--- config.mk ---
export PLATFORM = sky130hd
export DESIGN_NAME = uart_receiver_flat
export DESIGN_NICKNAME = d
export VERILOG_FILES = /design/src/rtl/uart_receiver_if.sv /design/src/rtl/uart_receiver.sv /design/src/flat_wrapper.sv
export SDC_FILE = /design/constraint.sdc
export NUM_CORES = 1
export LEC_CHECK = 0
export ABC_CLOCK_PERIOD_IN_PS = 5100
export BUFFER_PORTS_ARGS = -buffer_cell sky130_fd_sc_hd__buf_2
export CELL_PAD_IN_SITES_DETAIL_PLACEMENT = 1
export CELL_PAD_IN_SITES_GLOBAL_PLACEMENT = 1
export CORE_MARGIN = 1.5
export CORE_UTILIZATION = 45
export DETAILED_ROUTE_END_ITERATION = 6
export GPL_ROUTABILITY_DRIVEN = 1
export PLACE_DENSITY = 0.87
export SETUP_SLACK_MARGIN = 0.2
export SKIP_CTS_REPAIR_TIMING = 1
export SYNTH_ARGS = -nofsm -noshare
export SYNTH_HDL_FRONTEND = slang
export SYNTH_SLANG_ARGS = --single-unit
--- constraint.sdc ---
create_clock -name Clock -period 5.1 [get_ports Clock]
set_input_delay 0.255 -clock Clock [delete_from_list [all_inputs] [get_ports Clock]]
set_output_delay 0.255 -clock Clock [all_outputs]
set_load 0.02 [all_outputs]
--- src/rtl/uart_receiver_if.sv ---
// Byte-side bus of the UART receiver: payload, valid/ack handshake and status flags.
//   master : receiver side (drives DataOut/DataValid/FrameError/Overrun/Busy, takes DataAck)
//   slave  : consumer side (mirror image)
interface uart_receiver_if #(
  parameter int unsigned DATA_BITS = 8
);
  logic [DATA_BITS-1:0] DataOut;
  logic                 DataValid;
  logic                 DataAck;
  logic                 FrameError;
  logic                 Overrun;
  logic                 Busy;

  modport master (
    output DataOut, DataValid, FrameError, Overrun, Busy,
    input  DataAck
  );

  modport slave (
    input  DataOut, DataValid, FrameError, Overrun, Busy,
    output DataAck
  );
endinterface

--- src/rtl/uart_receiver.sv ---
// Serial-to-parallel UART receive stage driven by an oversampling tick strobe.
// Recovers LSB-first frames (1 start, DATA_BITS data, 1 stop) from Rx and presents
// each byte with a valid/ack handshake; flags framing errors and overruns.
//   Clock      : system clock
//   ClearN     : asynchronous active-low reset
//   SampleTick : one-cycle oversampling strobe, SAMPLE_RATE per bit
//   Rx         : asynchronous serial input, idle high
//   bus        : DataOut/DataValid/DataAck/FrameError/Overrun/Busy
module uart_receiver #(
  parameter int unsigned DATA_BITS   = 8,
  parameter int unsigned SAMPLE_RATE = 16
) (
  input  logic Clock,
  input  logic ClearN,
  input  logic SampleTick,
  input  logic Rx,
  uart_receiver_if.master bus
);

  localparam int unsigned TW = $clog2(SAMPLE_RATE);
  localparam int unsigned BW = $clog2(DATA_BITS);
  localparam logic [TW-1:0] TICK_MID  = TW'(SAMPLE_RATE / 2 - 1);
  localparam logic [TW-1:0] TICK_LAST = TW'(SAMPLE_RATE - 1);
  localparam logic [BW-1:0] BIT_LAST  = BW'(DATA_BITS - 1);

  typedef enum logic [2:0] {IDLE, START, DATA, STOP, WAIT_HIGH} state_t;

  state_t               state_q, state_nx;
  logic [TW-1:0]        tick_q, tick_nx;
  logic [BW-1:0]        bit_q, bit_nx;
  logic [DATA_BITS-1:0] shift_q, shift_nx;
  logic [DATA_BITS-1:0] data_q, data_nx;
  logic                 valid_q, valid_nx;
  logic                 ferr_q, ferr_nx;
  logic                 ovr_q, ovr_nx;
  logic                 busy_q, busy_nx;
  logic                 rx_meta, rx_s;
  logic                 ack;

  // Two-flop synchronizer, preset to the idle level.
  always_ff @(posedge Clock or negedge ClearN) begin
    if (!ClearN) begin
      rx_meta <= 1'b1;
      rx_s    <= 1'b1;
    end else begin
      rx_meta <= Rx;
      rx_s    <= rx_meta;
    end
  end

  // State and datapath registers.
  always_ff @(posedge Clock or negedge ClearN) begin
    if (!ClearN) begin
      state_q <= IDLE;
      tick_q  <= '0;
      bit_q   <= '0;
      shift_q <= '0;
      data_q  <= '0;
      valid_q <= 1'b0;
      ferr_q  <= 1'b0;
      ovr_q   <= 1'b0;
      busy_q  <= 1'b0;
    end else begin
      state_q <= state_nx;
      tick_q  <= tick_nx;
      bit_q   <= bit_nx;
      shift_q <= shift_nx;
      data_q  <= data_nx;
      valid_q <= valid_nx;
      ferr_q  <= ferr_nx;
      ovr_q   <= ovr_nx;
      busy_q  <= busy_nx;
    end
  end

  // An ack only counts while a byte is pending.
  assign ack = bus.DataAck & valid_q;

  // Next-state and output logic; the handshake is evaluated every cycle,
  // everything else only on a sample tick.
  always_comb begin
    state_nx = state_q;
    tick_nx  = tick_q;
    bit_nx   = bit_q;
    shift_nx = shift_q;
    data_nx  = data_q;
    valid_nx = valid_q & ~ack;
    ovr_nx   = ovr_q & ~ack;
    ferr_nx  = 1'b0;

    if (SampleTick) begin
      unique case (state_q)
        IDLE: begin
          if (!rx_s) begin
            state_nx = START;
            tick_nx  = '0;
          end
        end
        START: begin
          if (tick_q == TICK_MID) begin
            tick_nx  = '0;
            bit_nx   = '0;
            state_nx = rx_s ? IDLE : DATA;
          end else begin
            tick_nx = tick_q + TW'(1);
          end
        end
        DATA: begin
          if (tick_q == TICK_LAST) begin
            tick_nx  = '0;
            shift_nx = {rx_s, shift_q[DATA_BITS-1:1]};
            if (bit_q == BIT_LAST) begin
              state_nx = STOP;
            end else begin
              bit_nx = bit_q + BW'(1);
            end
          end else begin
            tick_nx = tick_q + TW'(1);
          end
        end
        STOP: begin
          if (tick_q == TICK_LAST) begin
            tick_nx = '0;
            if (rx_s) begin
              // New byte always wins; overrun only if the old one was left unacked.
              data_nx  = shift_q;
              valid_nx = 1'b1;
              if (valid_q && !bus.DataAck) ovr_nx = 1'b1;
              state_nx = IDLE;
            end else begin
              ferr_nx  = 1'b1;
              state_nx = WAIT_HIGH;
            end
          end else begin
            tick_nx = tick_q + TW'(1);
          end
        end
        WAIT_HIGH: begin
          // Ride out a break so it is not taken as a new start bit.
          if (rx_s) state_nx = IDLE;
        end
        default: state_nx = IDLE;
      endcase
    end

    busy_nx = (state_nx != IDLE);
  end

  assign bus.DataOut    = data_q;
  assign bus.DataValid  = valid_q;
  assign bus.FrameError = ferr_q;
  assign bus.Overrun    = ovr_q;
  assign bus.Busy       = busy_q;

endmodule
--- src/flat_wrapper.sv ---
// flat-port wrapper written by rule: the top's interface ports become plain ports
module uart_receiver_flat 
#(
  parameter int unsigned DATA_BITS   = 8,
  parameter int unsigned SAMPLE_RATE = 16
)
  (Clock, ClearN, SampleTick, Rx, bus_DataOut, bus_DataValid, bus_FrameError, bus_Overrun, bus_Busy, bus_DataAck);
  uart_receiver_if #(.DATA_BITS(DATA_BITS)) bus_i ();
  input  logic Clock;
  input  logic ClearN;
  input  logic SampleTick;
  input  logic Rx;
  output wire logic [$bits(bus_i.DataOut)-1:0] bus_DataOut;
  output wire logic [$bits(bus_i.DataValid)-1:0] bus_DataValid;
  output wire logic [$bits(bus_i.FrameError)-1:0] bus_FrameError;
  output wire logic [$bits(bus_i.Overrun)-1:0] bus_Overrun;
  output wire logic [$bits(bus_i.Busy)-1:0] bus_Busy;
  input wire logic [$bits(bus_i.DataAck)-1:0] bus_DataAck;
  assign bus_DataOut = bus_i.DataOut;
  assign bus_DataValid = bus_i.DataValid;
  assign bus_FrameError = bus_i.FrameError;
  assign bus_Overrun = bus_i.Overrun;
  assign bus_Busy = bus_i.Busy;
  assign bus_i.DataAck = bus_DataAck;
  uart_receiver #(.DATA_BITS(DATA_BITS), .SAMPLE_RATE(SAMPLE_RATE)) u_core (.Clock(Clock), .ClearN(ClearN), .SampleTick(SampleTick), .Rx(Rx), .bus(bus_i));
endmodule
==> impl_metrics.toml, run 1 <==
[run_status]
status = "complete, no violations"

[finish]
fin_nets = 140
stdcell_area_um2 = 1654
diodes = 0
syn2layout_area_growth_pct = 14.96
drive_gt1_share_pct = 36.09

[synthesis]
yosys_warnings = 0
syn_nets = 120
netlist_top_cells_area = "dfrtp_1 52%, mux2_2 13%, dfstp_2 3.7%"
async_reset_ff_share_pct = 100.0
synth_area_per_cell_um2 = 12.85
synth_area_um2 = 1439
synth-edff-count = 0
synth_common_cells = "30 x dfrtp_1, 17 x mux2_2, 7 x nand2_1"
ys_ff_latch = 32
synth_top_area_cell = "dfrtp_1"
synth_ff_type = "dfrtp_1"
synth_top_cell_area_share_pct = 52.17
netlist_instances = 112
synth_most_common_cell = "dfrtp_1"
synth_seq_area_share_pct = 55.83
synth_cell_types = 34

[detailed_routing]
wire_per_inst_um = 16.43
drt-total-wl_mm = 2.908
vias_per_cell = 5.452
drtIter0Drc = 26
antenna_left = 0
dr.pass1.iters = 4
vias = 965
drc_errors = 0

[clock_network]
clk_path_buf_depth = 2
cts-htree-levels = 2
cts_buffers = 5
root_buffer = "clkbuf_4"
path_clk_slew_ps = 100
numClockSinks = 32
cts_tree = "built"
worstSkewPairLatency_ps = 330

[power]
internal-power_uw = 464.8
combPwrFrac_pct = 15.0
irDropWorstVdd_mv = 0.2005
power_frac_seq_pct = 51.5
switching_power_uw = 178.9
swShare_pct = 27.79
power_density_nw_per_um2 = 389.2
p_leak_nw = 0.8061
clkPwrFrac_pct = 33.5
finalPower_uw = 643.7

[hold_path]
holdPathStages = 2
hold_path_class = "in2reg"

[global_routing]
grt-ovfl-total = 0
first_global_vias = 985
grt_pass1_wl_mm = 4.961
grt_start_max_net_pins = 33
track_usage_pct = 19.57
antenna_found_initial = 0

[flow_run]
maxCapViolCount = 0

[critical_path]
cp-end-kind = "register"
arrival_ps = 2240
worstPathMaxFanout = 10
critical_path_class = "reg2reg"
r2r_cells = 4
startpoint_type = "register"
required_ps = 5320

[timing]
final-hold-violation-count = 0
finalMaxSlewViolations = 0
setup_viol = 0
worst_pin_slew_ps = 715.2
setup_tns_ps = 0
timing.fmax_ghz = 0.4943
fin_crit_ps = 2023
min_period_over_period_pct = 39.67
maxSlewHeadroom_pct = 52.32
setup_ws_ps = 3077
fin_hold_ws_ps = 100.9
rsz0062_at_grt = "false"
skew_ps = 7.120

[placement]
hpwl_mm = 1.989
dp_slack_ps = 3098
io_buffer_count = 16
placed_cell_area_um2 = 1539
place.gp.congestion = 0.7355

[floorplan]
dieArea_um2 = 3546
core_area_um2 = 3053
die_x_um = 59.55
placementRows = 20
die_h_um = 59.55
io_pins = 17
start_util_pct = 47.13
cell usage in the layout (no fill, tap or decap), types with 2 or more instances in the layout:
cell type	Yosys	final
o21ai_0	4	4
nor3_4	2	2
buf_2	1	16
ha_1	3	3
nand2_1	7	7
nand2b_1	2	2
nand3_1	4	4
nor4_1	2	2
a21oi_1	5	5
dlygate4sd3_1	0	2
clkbuf_8	0	2
dfstp_2	2	2
inv_1	3	3
clkbuf_4	0	5
dfrtp_1	30	30
nor3_1	2	2
a22o_1	2	2
a21o_1	3	3
nor2_1	3	3
mux2_2	17	17
power by group through the flow:
stage               Combinational (mW)  Clock [mW]  Sequential, mW
global route                     0.109       0.233           0.338
floorplan                       0.0986           0           0.307
detailed placement              0.0937           0           0.336
finish                          0.0967       0.216           0.331
CTS                             0.0978       0.222           0.332
global placement                0.0864           0           0.330
kinds of logic (layout without fill, tap and decap cells):
family / after synthesis / in the layout / synth area share (%)
buffers and inverters: 8 / 29 / 3.217
and+or+nand+nor: 29 / 29 / 13.48
DFF: 32 / 32 / 55.83
adders and majority gates: 3 / 3 / 2.609
muxes: 18 / 18 / 14.00
AOI/OAI and AO/OA: 21 / 21 / 10.26
xor gates and xnor gates: 1 / 1 / 0.6088
flip-flops by register name (all words and copies together) (netlist names), named ones only:
register	cells
u_core.bus.DataValid	1
u_core.rx_s	1
u_core.bus.DataOut	8
u_core.tick_q	4
u_core.bus.FrameError	1
u_core.shift_q	8
u_core.state_q	3
u_core.bus.Busy	1
u_core.rx_meta	1
u_core.bit_q	3
final cells by class:
type | count | area [µm²]
clock buffers | 7 | 65.06
clock inverters | 1 | 30.03
fillers | 338 | 1399
inverters | 3 | 11.26
multi-input cells | 72 | 589.3
flip-flops and latches | 32 | 803.3
well taps | 44 | 55.05
repair buffers | 18 | 100.1
per-stage QoR:
stage / std cells / util (%)
2_1_floorplan: 112 / -
5_1_grt: 177 / 54.18
3_5_place_dp: 167 / 50.41
4_1_cts: 175 / 53.52
3_3_place_gp: 167 / 50.41
6_report: 177 / 54.18
critical path, stage by stage (launching register included):
cell and delay, ps:
dfrtp_1 420, ha_1 310, nand4_4 230, nor3_4 540
mux2_2 400
layer usage:
| metal | vias to the layer above | wire length [µm] | track usage [%] | share of wire (%) |
|---|---|---|---|---|
| met5 | - | 0 | 0 | 0 |
| met4 | 0 | 60 | 8.571 | 2.1 |
| met3 | 6 | 84 | 5.895 | 2.9 |
| met2 | 15 | 1533 | 32.03 | 53 |
| met1 | 496 | 1229 | 23.86 | 42 |
| li1 | 448 | - | - | - |
worst paths after layout:
path | start | to | slack, ps
max in group asynchronous | ClearN | u_core.bus.DataOut[4] | 4140
setup reg to reg | u_core.tick_q[1] | u_core.bus.DataOut[4] | 3080
setup / recovery | u_core.tick_q[1] | u_core.bus.DataOut[4] | 3080
hold / removal | bus_DataAck | register | 100
min in group asynchronous | ClearN | u_core.tick_q[0] | 510
hold reg to reg | u_core.rx_meta | u_core.rx_s | 360
Note: power is estimated with default switching activity, not from simulation.
==> run 2, diff against run 1 <==
ABC_CLOCK_PERIOD_IN_PS = 2100   (was 5100)
clock period = 2.1 ns   (was 5.1 ns; I/O delays follow)
==> run 2 against run 1 <==
- setup slack worse by 2800 ps
- critical path depth did not move
- sequential power grew 150%
- sequential share of layout area shrank 2.0 points
- largest power group unchanged
==> impl_metrics.toml, run 2 (synthesis results as in run 1) <==
[global_routing]
grt_start_max_net_pins = 33
track_usage_pct = 18.91
grt.met2_usage_pct = 31.24
use_met1_pct = 23.29
busiest_layer = "met2"
grt-ovfl-total = 0
grt_use_met3_pct = 4.803
grt_pass1_wl_mm = 4.871
first_global_vias = 1002
antenna_found_initial = 0

[critical_path]
arrival_ps = 2050
worst_r2r_endpoint = "u_core.bus.DataOut[0]"
critical_path_class = "reg2reg"
worstPathMaxFanout = 10
r2r_cells = 4
cp-end-kind = "register"
reg2reg_from = "u_core.state_q[2]"
required_ps = 2310
r2r_setup_slack_ps = 270
startpoint_type = "register"

[floorplan]
core_area_um2 = 3053
io_pins = 17
start_util_pct = 47.13
die_h_um = 59.55
die_x_um = 59.55
placementRows = 20
dieArea_um2 = 3546

[clock_network]
root_buffer = "clkbuf_4"
worstSkewPairLatency_ps = 330
numClockSinks = 32
cts-htree-levels = 2
clk_path_buf_depth = 2
cts_tree = "built"
cts_buffers = 5
path_clk_slew_ps = 110

[timing]
setup_viol = 0
setup_tns_ps = 0
finalMaxSlewViolations = 0
rsz0062_at_grt = "true"
fin_crit_ps = 1833
skew_ps = 7.855
maxSlewHeadroom_pct = 52.59
timing.fmax_ghz = 0.5456
min_period_over_period_pct = 87.27
final-hold-violation-count = 0
worst_pin_slew_ps = 711.2

[detailed_routing]
dr.pass1.iters = 4
drt-total-wl_mm = 3.092
vias = 1006
drc_errors = 0
drtIter0Drc = 32
vias_per_cell = 5.467
wire_per_inst_um = 16.80
antenna_left = 0

[placement]
placed_cell_area_um2 = 1554
place.gp.congestion = 0.7243
hpwl_mm = 2.057
io_buffer_count = 16

[finish]
stdcell_area_um2 = 1725
final_cell_mix = "30 x dfrtp_1, 17 x mux2_2, 16 x buf_2, 7 x nand2_1"
seq_area_um2 = 803.3
fin_util_pct = 56.52
diodes = 0
multi_input_area_um2 = 608.1
final_common_cell = "dfrtp_1"
drive_gt1_share_pct = 40.00
fin_nets = 147
n_fill_cell = 329
syn2layout_area_growth_pct = 19.91

[power]
p_leak_nw = 0.8343
irDropWorstVdd_mv = 0.4200
power_density_nw_per_um2 = 895.3

[run_status]
status = "complete, no violations"

[hold_path]
min_from = "SampleTick"
hold_path_class = "in2reg"
holdPathStages = 3
hold-path-endpoint = "u_core.state_q[2]"

[flow_run]
maxCapViolCount = 0
## run 2: cell types whose count changed in the layout (fill, tap and decap cells not counted)
| cell | delta |
|---|---|
| clkbuf_8 | -2 |
| a311oi_1 | -1 |
| buf_12 | +1 |
| buf_4 | +5 |
| dlygate4sd3_1 | +1 |
| ha_4 | +1 |
| clkinvlp_4 | +1 |
| a311oi_2 | +1 |
| ha_1 | -1 |
| clkinv_2 | +1 |
## run 2: critical path, cell delays in order (launching register included)
cell      delay [ps]
dfrtp_1          460
nand2b_1         440
nor3_4           300
buf_4            170
mux2_2           340
## run 2: routing by layer
metal | wire, µm | up-vias | share of wire (%)
met1 | 1305 | 517 | 42
met3 | 121 | 0 | 3.9
met4 | 0 | 0 | 0
met2 | 1665 | 19 | 54
met5 | 0 | - | 0
li1 | - | 470 | -
## run 2: metrics by stage
stage	hold WS [ps]	cells	total power [mW]	setup slack, ps
2_1_floorplan	-190.6	112	0.9851	405.7
3_3_place_gp	173.3	169	1.011	262.2
3_5_place_dp	196.8	169	1.046	111.1
4_1_cts	-178.4	177	1.508	108.0
5_1_grt	136.9	184	1.637	123.1
6_report	148.6	184	1.545	267.3
## run 2: how the worst max path moves through the flow
stage,from,to
after global placement,u_core.state_q[2],u_core.bus.DataOut[5]
after CTS,u_core.tick_q[0],u_core.bus.DataOut[0]
after global routing,u_core.state_q[2],u_core.tick_q[3]
after detailed placement,u_core.tick_q[0],u_core.bus.DataOut[3]
after floorplan,u_core.tick_q[0],u_core.bus.DataOut[0]
final,u_core.state_q[2],u_core.bus.DataOut[0]
## run 2: power by group
group | switching, mW | internal [mW] | total [mW]
clock | 0.217 | 0.248 | 0.466
sequential | 0.115 | 0.696 | 0.811
combinational | 0.127 | 0.141 | 0.269
total | 0.460 | 1.08 | 1.54
## run 2: cell type report
type | count | area share (%)
well taps | 44 | 3.191
inverters | 3 | 0.6526
multi-input cells | 72 | 35.24
clock inverters | 3 | 2.466
flip-flops and latches | 32 | 46.56
clock buffers | 5 | 2.175
repair buffers | 25 | 9.717
==> run 3, diff against run 2 <==
CORE_ASPECT_RATIO = 1.2   (was default)
==> run 3 against run 2 <==
- clock power down 21%
- cell area shrank 2.8%
- setup slack got worse by 8.1 ps
- non-clock buffer count is 2 lower
- highest routed layer is now met4
- combinational power decreased by 5%
- maximum frequency fell by 0.44%
- sequential share of layout area rose by 1.5 points
- critical endpoint is now u_core.bus.DataOut[6]
- register-to-register slack barely moved
- clock skew up 3.3 ps
- via count grew 1.3%
- largest power group unchanged
- first-iteration DRC count up 31%
==> impl_metrics.toml, run 3 (synthesis results as in run 1) <==
[run_status]
status = "complete, no violations"

[critical_path]
r2r_setup_slack_ps = 260
cp-end-kind = "register"
reg2reg_from = "u_core.state_q[2]"
cp_slowest_stage_delay_ps = 480
r2r_cells = 4
path_buf_inv = 1
worst_r2r_endpoint = "u_core.bus.DataOut[6]"
startpoint_type = "register"
cp_slowest_cell = "dfrtp_1"
arrival_ps = 2060
required_ps = 2320
path_delay_family = "simple AND/OR/NAND/NOR gates"
critical_path_class = "reg2reg"
worstPathMaxFanout = 10
path_cells = "nand2b_1 -> nor3_4 -> buf_4 -> mux2_2"

[global_routing]
use_met1_pct = 24.51
busiest_layer = "met2"
grt_use_met3_pct = 6.221
first_global_vias = 1066
antenna_found_initial = 0
track_usage_pct = 20.36
grt.met2_usage_pct = 32.44
grt_pass1_wl_mm = 5.126
grt-ovfl-total = 0
grt_start_max_net_pins = 33

[timing]
fin_crit_ps = 1841
setup_ws_ps = 259.2
fin_hold_ws_ps = 117.2
rsz0062_at_grt = "false"
finalMaxSlewViolations = 0
setup_viol = 0
min_period_over_period_pct = 87.66
final-hold-violation-count = 0
skew_ps = 11.19
timing.fmax_ghz = 0.5432
maxSlewHeadroom_pct = 53.06
worst_pin_slew_ps = 704.2
setup_tns_ps = 0

[clock_network]
numClockSinks = 32
root_buffer = "clkbuf_4"
clk_path_buf_depth = 2
cts_buffers = 5
cts_tree = "built"
worstSkewPairLatency_ps = 340
cts-htree-levels = 2
path_clk_slew_ps = 110

[finish]
n_fill_cell = 317
fin_nets = 145
final_cell_mix = "28 x dfrtp_1, 17 x mux2_2, 16 x buf_2, 7 x nand2_1"
final_common_cell = "dfrtp_1"
drive_gt1_share_pct = 41.30
diodes = 0
syn2layout_area_growth_pct = 16.61

[power]
irDropWorstVdd_mv = 0.5548
power_density_nw_per_um2 = 857.3
p_leak_nw = 0.8158

[floorplan]
core_area_um2 = 3055
die_x_um = 54.62
start_util_pct = 47.09
die_h_um = 64.95
placementRows = 22
dieArea_um2 = 3547
io_pins = 17

[detailed_routing]
antenna_left = 0
vias_per_cell = 5.856
drc_errors = 0
dr.pass1.iters = 4
vias = 1019
wire_per_inst_um = 18.05
drt-total-wl_mm = 3.141
drtIter0Drc = 42

[hold_path]
hold-path-endpoint = "u_core.state_q[2]"
hold_path_class = "in2reg"
min_from = "SampleTick"
holdPathStages = 3

[placement]
io_buffer_count = 16
dp_slack_ps = 129.1
hpwl_mm = 2.079
place.gp.congestion = 0.7561

[flow_run]
maxCapViolCount = 0
run 3: metal layers:
layer	share of wire, %	vias to the layer above
met5	0	-
met4	3.1	0
met3	4.3	9
met2	53	30
met1	40	520
li1	-	460
run 3: final cells by class:
class	instances	area [µm²]	area share, %
Clock inverter	2	10.01	0.5966
Tap cell	36	45.04	2.685
Clock buffer	6	51.30	3.057
Inverter	3	11.26	0.6711
Sequential cell	32	805.8	48.02
Multi-Input combinational cell	72	614.3	36.61
Timing Repair Buffer	23	140.1	8.352
run 3: worst register-to-register path, stage by stage (launching register included):
cell,delay (ps)
dfrtp_1,480
nand2b_1,430
nor3_4,290
buf_4,190
mux2_2,340
run 3: where the power goes:
part / switching, mW / internal, mW
Sequential: 0.118 / 0.697
Combinational: 0.123 / 0.132
Clock: 0.210 / 0.159
Total: 0.451 / 0.988
run 3: how the worst max path moves through the flow:
stage | startpoint | end | slack [ps] | cells after the start
after global placement | u_core.tick_q[0] | u_core.bus.DataOut[1] | 260 | 4
after CTS | u_core.tick_q[0] | u_core.bus.DataOut[6] | 120 | 4
final | u_core.state_q[2] | u_core.bus.DataOut[6] | 260 | 4
after floorplan | u_core.tick_q[0] | u_core.bus.DataOut[0] | 410 | 4
after global routing | u_core.state_q[2] | u_core.bus.DataOut[6] | 180 | 4
after detailed placement | u_core.tick_q[0] | u_core.bus.DataOut[6] | 130 | 4
run 3: metrics by stage:
| step | cell area [µm²] | util (%) | power [mW] | cells |
|---|---|---|---|---|
| after global placement | 1536 | 50.29 | 1.007 | 160 |
| final | 1678 | 54.91 | 1.438 | 174 |
| after detailed placement | 1536 | 50.29 | 1.050 | 160 |
| after CTS | 1598 | 52.29 | 1.430 | 168 |
| after global routing | 1678 | 54.91 | 1.538 | 174 |
| after floorplan | 1439 | - | 0.9851 | 112 |
